`src/rtl/uart_transmitter_receiver.sv`:
```
// 8N1 UART: independent transmitter and receiver halves sharing only clock and reset.
// The receiver double-synchronises rx and samples at bit centres counted from the start-bit edge.
module uart_transmitter_receiver #(
  parameter int CLKS_PER_BIT = 16
) (
  input  logic       clk,
  input  logic       rst_n,
  input  logic       transmit,
  input  logic [7:0] in,
  output logic       busy,
  output logic       tx,
  input  logic       rx,
  output logic [7:0] out,
  output logic       done
);

  localparam int CW = $clog2(CLKS_PER_BIT);
  localparam logic [CW-1:0] BIT_LAST  = CW'(CLKS_PER_BIT - 1);
  localparam logic [CW-1:0] HALF_LAST = CW'(CLKS_PER_BIT / 2 - 1);

  typedef enum logic [1:0] {TX_IDLE, TX_START, TX_DATA, TX_STOP} tx_state_e;
  typedef enum logic [2:0] {RX_IDLE, RX_START, RX_DATA, RX_STOP, RX_WAIT_IDLE} rx_state_e;

  tx_state_e       tx_state_q, tx_state_d;
  logic [CW-1:0]   tx_cnt_q, tx_cnt_d;
  logic [2:0]      tx_bit_q, tx_bit_d;
  logic [7:0]      tx_shift_q, tx_shift_d;
  logic            tx_q, tx_d;
  logic            busy_q, busy_d;

  rx_state_e       rx_state_q, rx_state_d;
  logic [CW-1:0]   rx_cnt_q, rx_cnt_d;
  logic [2:0]      rx_bit_q, rx_bit_d;
  logic [7:0]      rx_shift_q, rx_shift_d;
  logic            rx_meta_q, rx_meta_d;
  logic            rxs_q, rxs_d;
  logic [7:0]      out_q, out_d;
  logic            done_q, done_d;

  // The byte is latched into a private shift register so later changes on in cannot reach the line.
  always_comb begin
    tx_state_d = tx_state_q;
    tx_cnt_d   = tx_cnt_q;
    tx_bit_d   = tx_bit_q;
    tx_shift_d = tx_shift_q;
    tx_d       = tx_q;
    busy_d     = busy_q;
    case (tx_state_q)
      TX_IDLE: begin
        if (transmit) begin
          tx_shift_d = in;
          tx_state_d = TX_START;
          tx_cnt_d   = '0;
          tx_d       = 1'b0;
          busy_d     = 1'b1;
        end
      end
      TX_START: begin
        if (tx_cnt_q == BIT_LAST) begin
          tx_cnt_d   = '0;
          tx_bit_d   = 3'd0;
          tx_state_d = TX_DATA;
          tx_d       = tx_shift_q[0];
          tx_shift_d = {1'b0, tx_shift_q[7:1]};
        end else begin
          tx_cnt_d = tx_cnt_q + CW'(1);
        end
      end
      TX_DATA: begin
        if (tx_cnt_q == BIT_LAST) begin
          tx_cnt_d = '0;
          if (tx_bit_q == 3'd7) begin
            tx_state_d = TX_STOP;
            tx_d       = 1'b1;
          end else begin
            tx_bit_d   = tx_bit_q + 3'd1;
            tx_d       = tx_shift_q[0];
            tx_shift_d = {1'b0, tx_shift_q[7:1]};
          end
        end else begin
          tx_cnt_d = tx_cnt_q + CW'(1);
        end
      end
      TX_STOP: begin
        if (tx_cnt_q == BIT_LAST) begin
          tx_cnt_d   = '0;
          tx_state_d = TX_IDLE;
          tx_d       = 1'b1;
          busy_d     = 1'b0;
        end else begin
          tx_cnt_d = tx_cnt_q + CW'(1);
        end
      end
      default: begin
        tx_state_d = TX_IDLE;
        tx_d       = 1'b1;
        busy_d     = 1'b0;
      end
    endcase
  end

  always_ff @(posedge clk or negedge rst_n) begin
    if (!rst_n) begin
      tx_state_q <= TX_IDLE;
      tx_cnt_q   <= '0;
      tx_bit_q   <= 3'd0;
      tx_shift_q <= 8'h00;
      tx_q       <= 1'b1;
      busy_q     <= 1'b0;
    end else begin
      tx_state_q <= tx_state_d;
      tx_cnt_q   <= tx_cnt_d;
      tx_bit_q   <= tx_bit_d;
      tx_shift_q <= tx_shift_d;
      tx_q       <= tx_d;
      busy_q     <= busy_d;
    end
  end

  // Half a bit after the falling edge we are at the start-bit centre; every later sample is a whole bit on.
  always_comb begin
    rx_meta_d  = rx;
    rxs_d      = rx_meta_q;
    rx_state_d = rx_state_q;
    rx_cnt_d   = rx_cnt_q;
    rx_bit_d   = rx_bit_q;
    rx_shift_d = rx_shift_q;
    out_d      = out_q;
    done_d     = 1'b0;
    case (rx_state_q)
      RX_IDLE: begin
        if (!rxs_q) begin
          rx_state_d = RX_START;
          rx_cnt_d   = '0;
        end
      end
      RX_START: begin
        if (rx_cnt_q == HALF_LAST) begin
          rx_cnt_d   = '0;
          rx_bit_d   = 3'd0;
          rx_state_d = rxs_q ? RX_IDLE : RX_DATA;
        end else begin
          rx_cnt_d = rx_cnt_q + CW'(1);
        end
      end
      RX_DATA: begin
        if (rx_cnt_q == BIT_LAST) begin
          rx_cnt_d   = '0;
          rx_shift_d = {rxs_q, rx_shift_q[7:1]};
          if (rx_bit_q == 3'd7) begin
            rx_state_d = RX_STOP;
          end else begin
            rx_bit_d = rx_bit_q + 3'd1;
          end
        end else begin
          rx_cnt_d = rx_cnt_q + CW'(1);
        end
      end
      RX_STOP: begin
        if (rx_cnt_q == BIT_LAST) begin
          rx_cnt_d = '0;
          if (rxs_q) begin
            out_d      = rx_shift_q;
            done_d     = 1'b1;
            rx_state_d = RX_IDLE;
          end else begin
            rx_state_d = RX_WAIT_IDLE;
          end
        end else begin
          rx_cnt_d = rx_cnt_q + CW'(1);
        end
      end
      RX_WAIT_IDLE: begin
        if (rxs_q) begin
          rx_state_d = RX_IDLE;
        end
      end
      default: begin
        rx_state_d = RX_IDLE;
      end
    endcase
  end

  always_ff @(posedge clk or negedge rst_n) begin
    if (!rst_n) begin
      rx_meta_q  <= 1'b1;
      rxs_q      <= 1'b1;
      rx_state_q <= RX_IDLE;
      rx_cnt_q   <= '0;
      rx_bit_q   <= 3'd0;
      rx_shift_q <= 8'h00;
      out_q      <= 8'h00;
      done_q     <= 1'b0;
    end else begin
      rx_meta_q  <= rx_meta_d;
      rxs_q      <= rxs_d;
      rx_state_q <= rx_state_d;
      rx_cnt_q   <= rx_cnt_d;
      rx_bit_q   <= rx_bit_d;
      rx_shift_q <= rx_shift_d;
      out_q      <= out_d;
      done_q     <= done_d;
    end
  end

  assign tx   = tx_q;
  assign busy = busy_q;
  assign out  = out_q;
  assign done = done_q;

endmodule

```
`config.mk`:
```
export PLATFORM = sky130hd
export DESIGN_NAME = uart_transmitter_receiver
export DESIGN_NICKNAME = d
export VERILOG_FILES = /design/src/rtl/uart_transmitter_receiver.sv
export SDC_FILE = /design/constraint.sdc
export NUM_CORES = 1
export LEC_CHECK = 0
export BUFFER_PORTS_ARGS = -buffer_cell sky130_fd_sc_hd__buf_2
export CAP_MARGIN = 20
export CORE_UTILIZATION = 55
export DETAILED_ROUTE_END_ITERATION = 16
export PLACE_DENSITY = 0.73
export SYNTH_ARGS = -nofsm -noshare
export SYNTH_HDL_FRONTEND = slang
export SYNTH_SLANG_ARGS = --single-unit
export TNS_END_PERCENT = 10
```
`constraint.sdc`:
```
create_clock -name clk -period 2.6 [get_ports clk]
set_input_delay 0 -clock clk [delete_from_list [all_inputs] [get_ports clk]]
set_output_delay 0 -clock clk [all_outputs]
set_load 0.02 [all_outputs]
```
Yosys cells after proc, flatten, opt, wreduce, memory -nomap -nowiden:

Cells that the tools add are included.

* flip-flop bits (word level): 48
* latch bits: 0
* memory bits (writable): 0
* memory bits (read-only): 0
* bits of input ports: 12
* logic and storage cells: 109
* memories: 0

* add/subtract/negate cells: 4
* multipliers: 0
* divide/modulo/power cells: 0
* order comparisons: 0
* eq/ne operators: 25
* shift operators: 0
* muxes and demuxes: 47
* bitwise logic cells: 0
* reductions and logical operators: 19

Operators with widths (number)
* two-way mux 3 bit: 13
* two-way mux 8 bit: 4
* inequality test 2 bit, second input constant: 13
* one-hot mux 8 bit (3 select lines): 1
* two-way mux 4 bit: 5
* one-hot mux 3 bit (5 select lines): 1
* two-way mux 2 bit: 6
* one-hot mux 3 bit (2 select lines): 2
* one-hot mux 4 bit (3 select lines): 1
* AND reduction 4 bit: 3
* two-way mux 1 bit: 10
* AND reduction 5 bit: 2
* == test 3 bit, second input constant: 3
* adder 4 x 1 -> 4 bit, second input constant: 2
* == test 4 bit, second input constant: 2
* one-hot mux 2 bit (4 select lines): 1
* one-hot mux 4 bit (2 select lines): 1
* adder 3 x 1 -> 3 bit, second input constant: 2
* == test 3 x 2 -> 1 bit, second input constant: 2
* AND reduction 3 bit: 2
* AND reduction 6 bit: 1
* nonzero test 2 bit: 3
* nonzero test 3 bit: 2
* == test 2 bit, second input constant: 2
* 10 further kinds: 11

Longest topological paths before layout:

* depth after elaboration: 4
* depth in mapped cells: 8

Worst setup path after synthesis:

No wires, ideal clock.

* kind: register -> register
* from: register tx_cnt_q[0]
* to: register tx_state_q[1]
* data arrival time: 1530 ps
* setup slack: 945 ps
* cell stages (with the launch flop): 7
* buffers on the path: 1
* period minus slack after synthesis: 1655 ps
* cell sequence: dfrtp_1 -> ha_1 -> and3_1 -> clkbuf_1 -> o21bai_1 -> a21oi_1 -> mux2_2

* longest elaborated chain between the ends: 3
* elaborated cells on any way between the ends: 5

RTL lines
* start: declaration: line 25 `logic [CW-1:0] tx_cnt_q, tx_cnt_d;`
* start signal: assignment: line 112 `tx_cnt_q <= tx_cnt_d;`
* == test 4 bit (*): line 59, 70, 85
* inequality test 2 bit (no line)
* AND reduction 5 bit (no line) (*)
* end signal: assignment: line 111 `tx_state_q <= tx_state_d;`
* end: declaration: line 24 `tx_state_e tx_state_q, tx_state_d;`

Every way passes the cells marked *; elsewhere a longest branch is shown, timed or not.
A chain may end at the register's enable or synchronous reset.

Worst setup path in the final report:

* from: register tx_state_q[0]
* to: register tx_shift_q[7]

* longest elaborated chain between the ends: 3
* elaborated cells on any way between the ends: 10

RTL lines
* == test 2 bit, or another cell as far along: line 48 `case (tx_state_q)`
* inequality test 2 bit (no line) or nonzero test 3 bit (tied branches)
* AND reduction 5 bit (no line)
* end signal: assignment: line 114 `tx_shift_q <= tx_shift_d;`
* end: declaration: line 27 `logic [7:0] tx_shift_q, tx_shift_d;`

Several ways; a longest one is shown, not always the timed one.

==> reports/metrics.yaml <==
run_status:
  status: "finished, final reports clean"
yosys:
  synth_fa_ha_area_share_pct: 6.41
  synth-xor-area-share_pct: 0.374
  yosysTopAreaCell: "dfrtp_1"
  synthCells: 199
  synth_warnings: 0
  syn_area_sq_um: 2340
  syn_nets: 223
  yosysTopAreaCellShare_pct: 48.1
  synth_top_family_by_area: "multiplexers"
  synth.avg_cell_area_sq_um: 11.8
  synth.area.mux_share_pct: 14.4
  synth-simple-area-share_pct: 10.7
  synth-seq-cells: 48
  ys_seq_area_share_pct: 51.5
  synth.area.top_cells: "dfrtp_1, mux2_2, ha_1"
  synth-compound-area-share_pct: 13.6
  ys_types: 40
cells_and_area:
  syn_to_final_growth_pct: 12.8
  layout_commonest_cell: "dfrtp_1"
  final_nets: 249
  mostFrequentLayoutCells: "dfrtp_1, buf_2, mux2_2"
  drive_gt1_share_pct: 27.9
  fillerInstances: 293
  fin_cells: 276
  n_antenna_cell: 0
worst_setup_path:
  end_kind: "flip-flop"
  timing.rr.end: "tx_shift_q[7]"
  critical_path_required_ps: 2790
  reg2reg_depth: 7
  path_max_fanout: 15
  cp-start-kind: "flip-flop"
  worstPathArrival_ps: 2050
  reg2reg_from: "tx_state_q[0]"
  ff2ff_setup_slack_ps: 740
  path_class: "flip-flop to flip-flop"
route:
  drt-vias-per-instance: 5.80
  vias: 1600
  drtPass1Iterations: 4
  drc_errors: 0
  antenna_left: 0
  first_iter_violations: 69
  drt-total-wl_microns: 4130
  avgRoutedWirePerCell_microns: 15.0
grt:
  antenna_found_initial: 0
  track_usage_pct: 21.2
  grt_remaining_overflow: 0
  grt_pass1_wl_microns: 7040
  grt_pass1_vias: 1588
  grt_max_degree: 49
place:
  gp_congestion: 0.817
  hpwlAfterDp_microns: 2850
  io_buffers: 22
  placed_cells: 264
sta:
  slew_violations: 0
  hold_violations: 0
  fin_crit_sh_pct: 71.7
  finalCriticalPeriod_ps: 1860
  fin_skew_ps: 5.61
  timing.fmax_ghz: 0.537
  slew_headroom_pct: 71.0
  max_slew.worst_pin.slew_ps: 435
  fin_setup_tns_ps: 0
  rsz0062_at_grt: "false"
  finalSetupViolCount: 0
run:
  maxCapViolCount: 0
power:
  p_leak_nw: 1.30
  p_sw_share_pct: 36.8
  netSwitchingPower_mw: 0.987
  power_frac_seq_pct: 40.8
  power_frac_comb_pct: 38.8
  peakVddDrop_v: 0.000682
  clkPwrFrac_pct: 20.4
  p_int_mw: 1.70
  power_mw: 2.68
  p_per_area_nw_per_um2: 1020
floorplan:
  dieWidth_microns: 67.2
  row_count: 23
  die-area_sq_um: 4520
  ios: 23
  die_height_microns: 67.2
  start_util_pct: 57.7
  core_area_sq_um: 4060
cts:
  postCtsSetupRepairBufs: 0
  cts_max_path_buffers: 2
  clk_pin_slew_ps: 90
  numClockSinks: 48
  htree_levels: 2
  cts_tree: "yes"
  hold_buffers: 3
  cts_root_buf: "clkbuf_8"
  cts_resized: 0
  cts_buffers: 5
  clk_latency_ps: 300
hold_path:
  hp-class: "input port to flip-flop"
  hold_path_depth: 3
  hold_start: "in[0]"
  hold_end: "tx_shift_q[0]"
registers in the layout, indices dropped and copies added, names as in the netlist:
signal	flops
done	1
tx_shift_q	8
tx	1
tx_cnt_q	4
rx_meta_q	1
out	8
rxs_q	1
rx_cnt_q	4
busy	1
rx_bit_q	3
rx_shift_q	8
rx_state_q	3
tx_state_q	2
tx_bit_q	3
worst max-delay path by stage:
stage                  start            end  slack (ps)  cells past startpoint
2_1_floorplan    tx_cnt_q[0]  tx_state_q[1]         950                      6
3_3_place_gp   tx_state_q[0]  tx_shift_q[7]         860                      7
3_5_place_dp   tx_state_q[0]  tx_shift_q[7]         750                      7
4_1_cts        tx_state_q[0]  tx_shift_q[7]         730                      7
5_1_grt        tx_state_q[0]  tx_shift_q[7]         580                      7
6_report       tx_state_q[0]  tx_shift_q[7]         740                      7
per-layer routing:
metal	track usage, %	share of wire [%]	routed length (microns)	vias up
li1	-	-	-	776
met3	3.89	3.9	160	9
met4	11.4	1.9	78	0
met1	27.1	45	1870	775
met2	34.1	49	2030	40
met5	0	0	0	-
per-stage QoR:
| stage | cell area [sq um] | util, % | hold slack [ps] | setup WS, ps |
|---|---|---|---|---|
| 2_1_floorplan | 2340 | - | -296 | 945 |
| 3_3_place_gp | 2470 | 61.0 | 110 | 857 |
| 3_5_place_dp | 2470 | 61.0 | 106 | 750 |
| 4_1_cts | 2620 | 64.6 | 16.0 | 733 |
| 5_1_grt | 2640 | 65.1 | 41.0 | 584 |
| 6_report | 2640 | 65.1 | 19.9 | 737 |
area by class of cell:
| cell class | instances | area [sq um] | share of cell area [%] |
|---|---|---|---|
| clock inverter | 3 | 46.3 | 1.75 |
| clock buffer | 5 | 68.8 | 2.61 |
| tap | 50 | 62.6 | 2.37 |
| multi-input combinational | 139 | 1070 | 40.4 |
| sequential | 48 | 1200 | 45.6 |
| inverter | 2 | 7.51 | 0.284 |
| timing repair buffer | 29 | 183 | 6.92 |
logic make-up (layout without fill, tap and decap cells):
logic type | Yosys count | count (layout)
compound gates | 49 | 49
xor+xnor | 1 | 1
fa+ha+maj | 12 | 12
buf+inv | 12 | 39
flops | 48 | 48
mux | 31 | 31
simple gates | 46 | 46
synth_stat cells (all sizes together):
master	count
dfstp	3
mux2i	9
and3	2
nor4	1
o41ai	2
or3	1
nand3	4
o22a	1
a311oi	1
nand2b	2
o21bai	1
buf	8
xnor2	1
nor3b	3
mux2	22
dfrtp	45
a211oi	2
nand2	11
nor2	12
a22o	5
nor3	7
inv	2
nor2b	2
clkbuf	2
nand3b	1
o31ai	3
a31oi	7
a21o	3
a21oi	12
o21ai	12
ha	12
power by group through the flow:
stage	combinational (mW)	sequential [mW]	clock, mW
after floorplan	0.872	1.06	0
after global placement	0.972	1.09	0
after detailed placement	1.04	1.11	0
after CTS	1.04	1.09	0.565
after global routing	1.17	1.12	0.592
final	1.04	1.09	0.548
worst max-delay path, cell delays in order (launching register included):
cell and delay [ps]:
dfrtp_1 430, inv_1 110, ha_1 240, nor2b_1 310, a211oi_2 50, buf_4 190
nand2_1 80, mux2_2 340
Note: power is estimated with default switching activity, not from simulation.
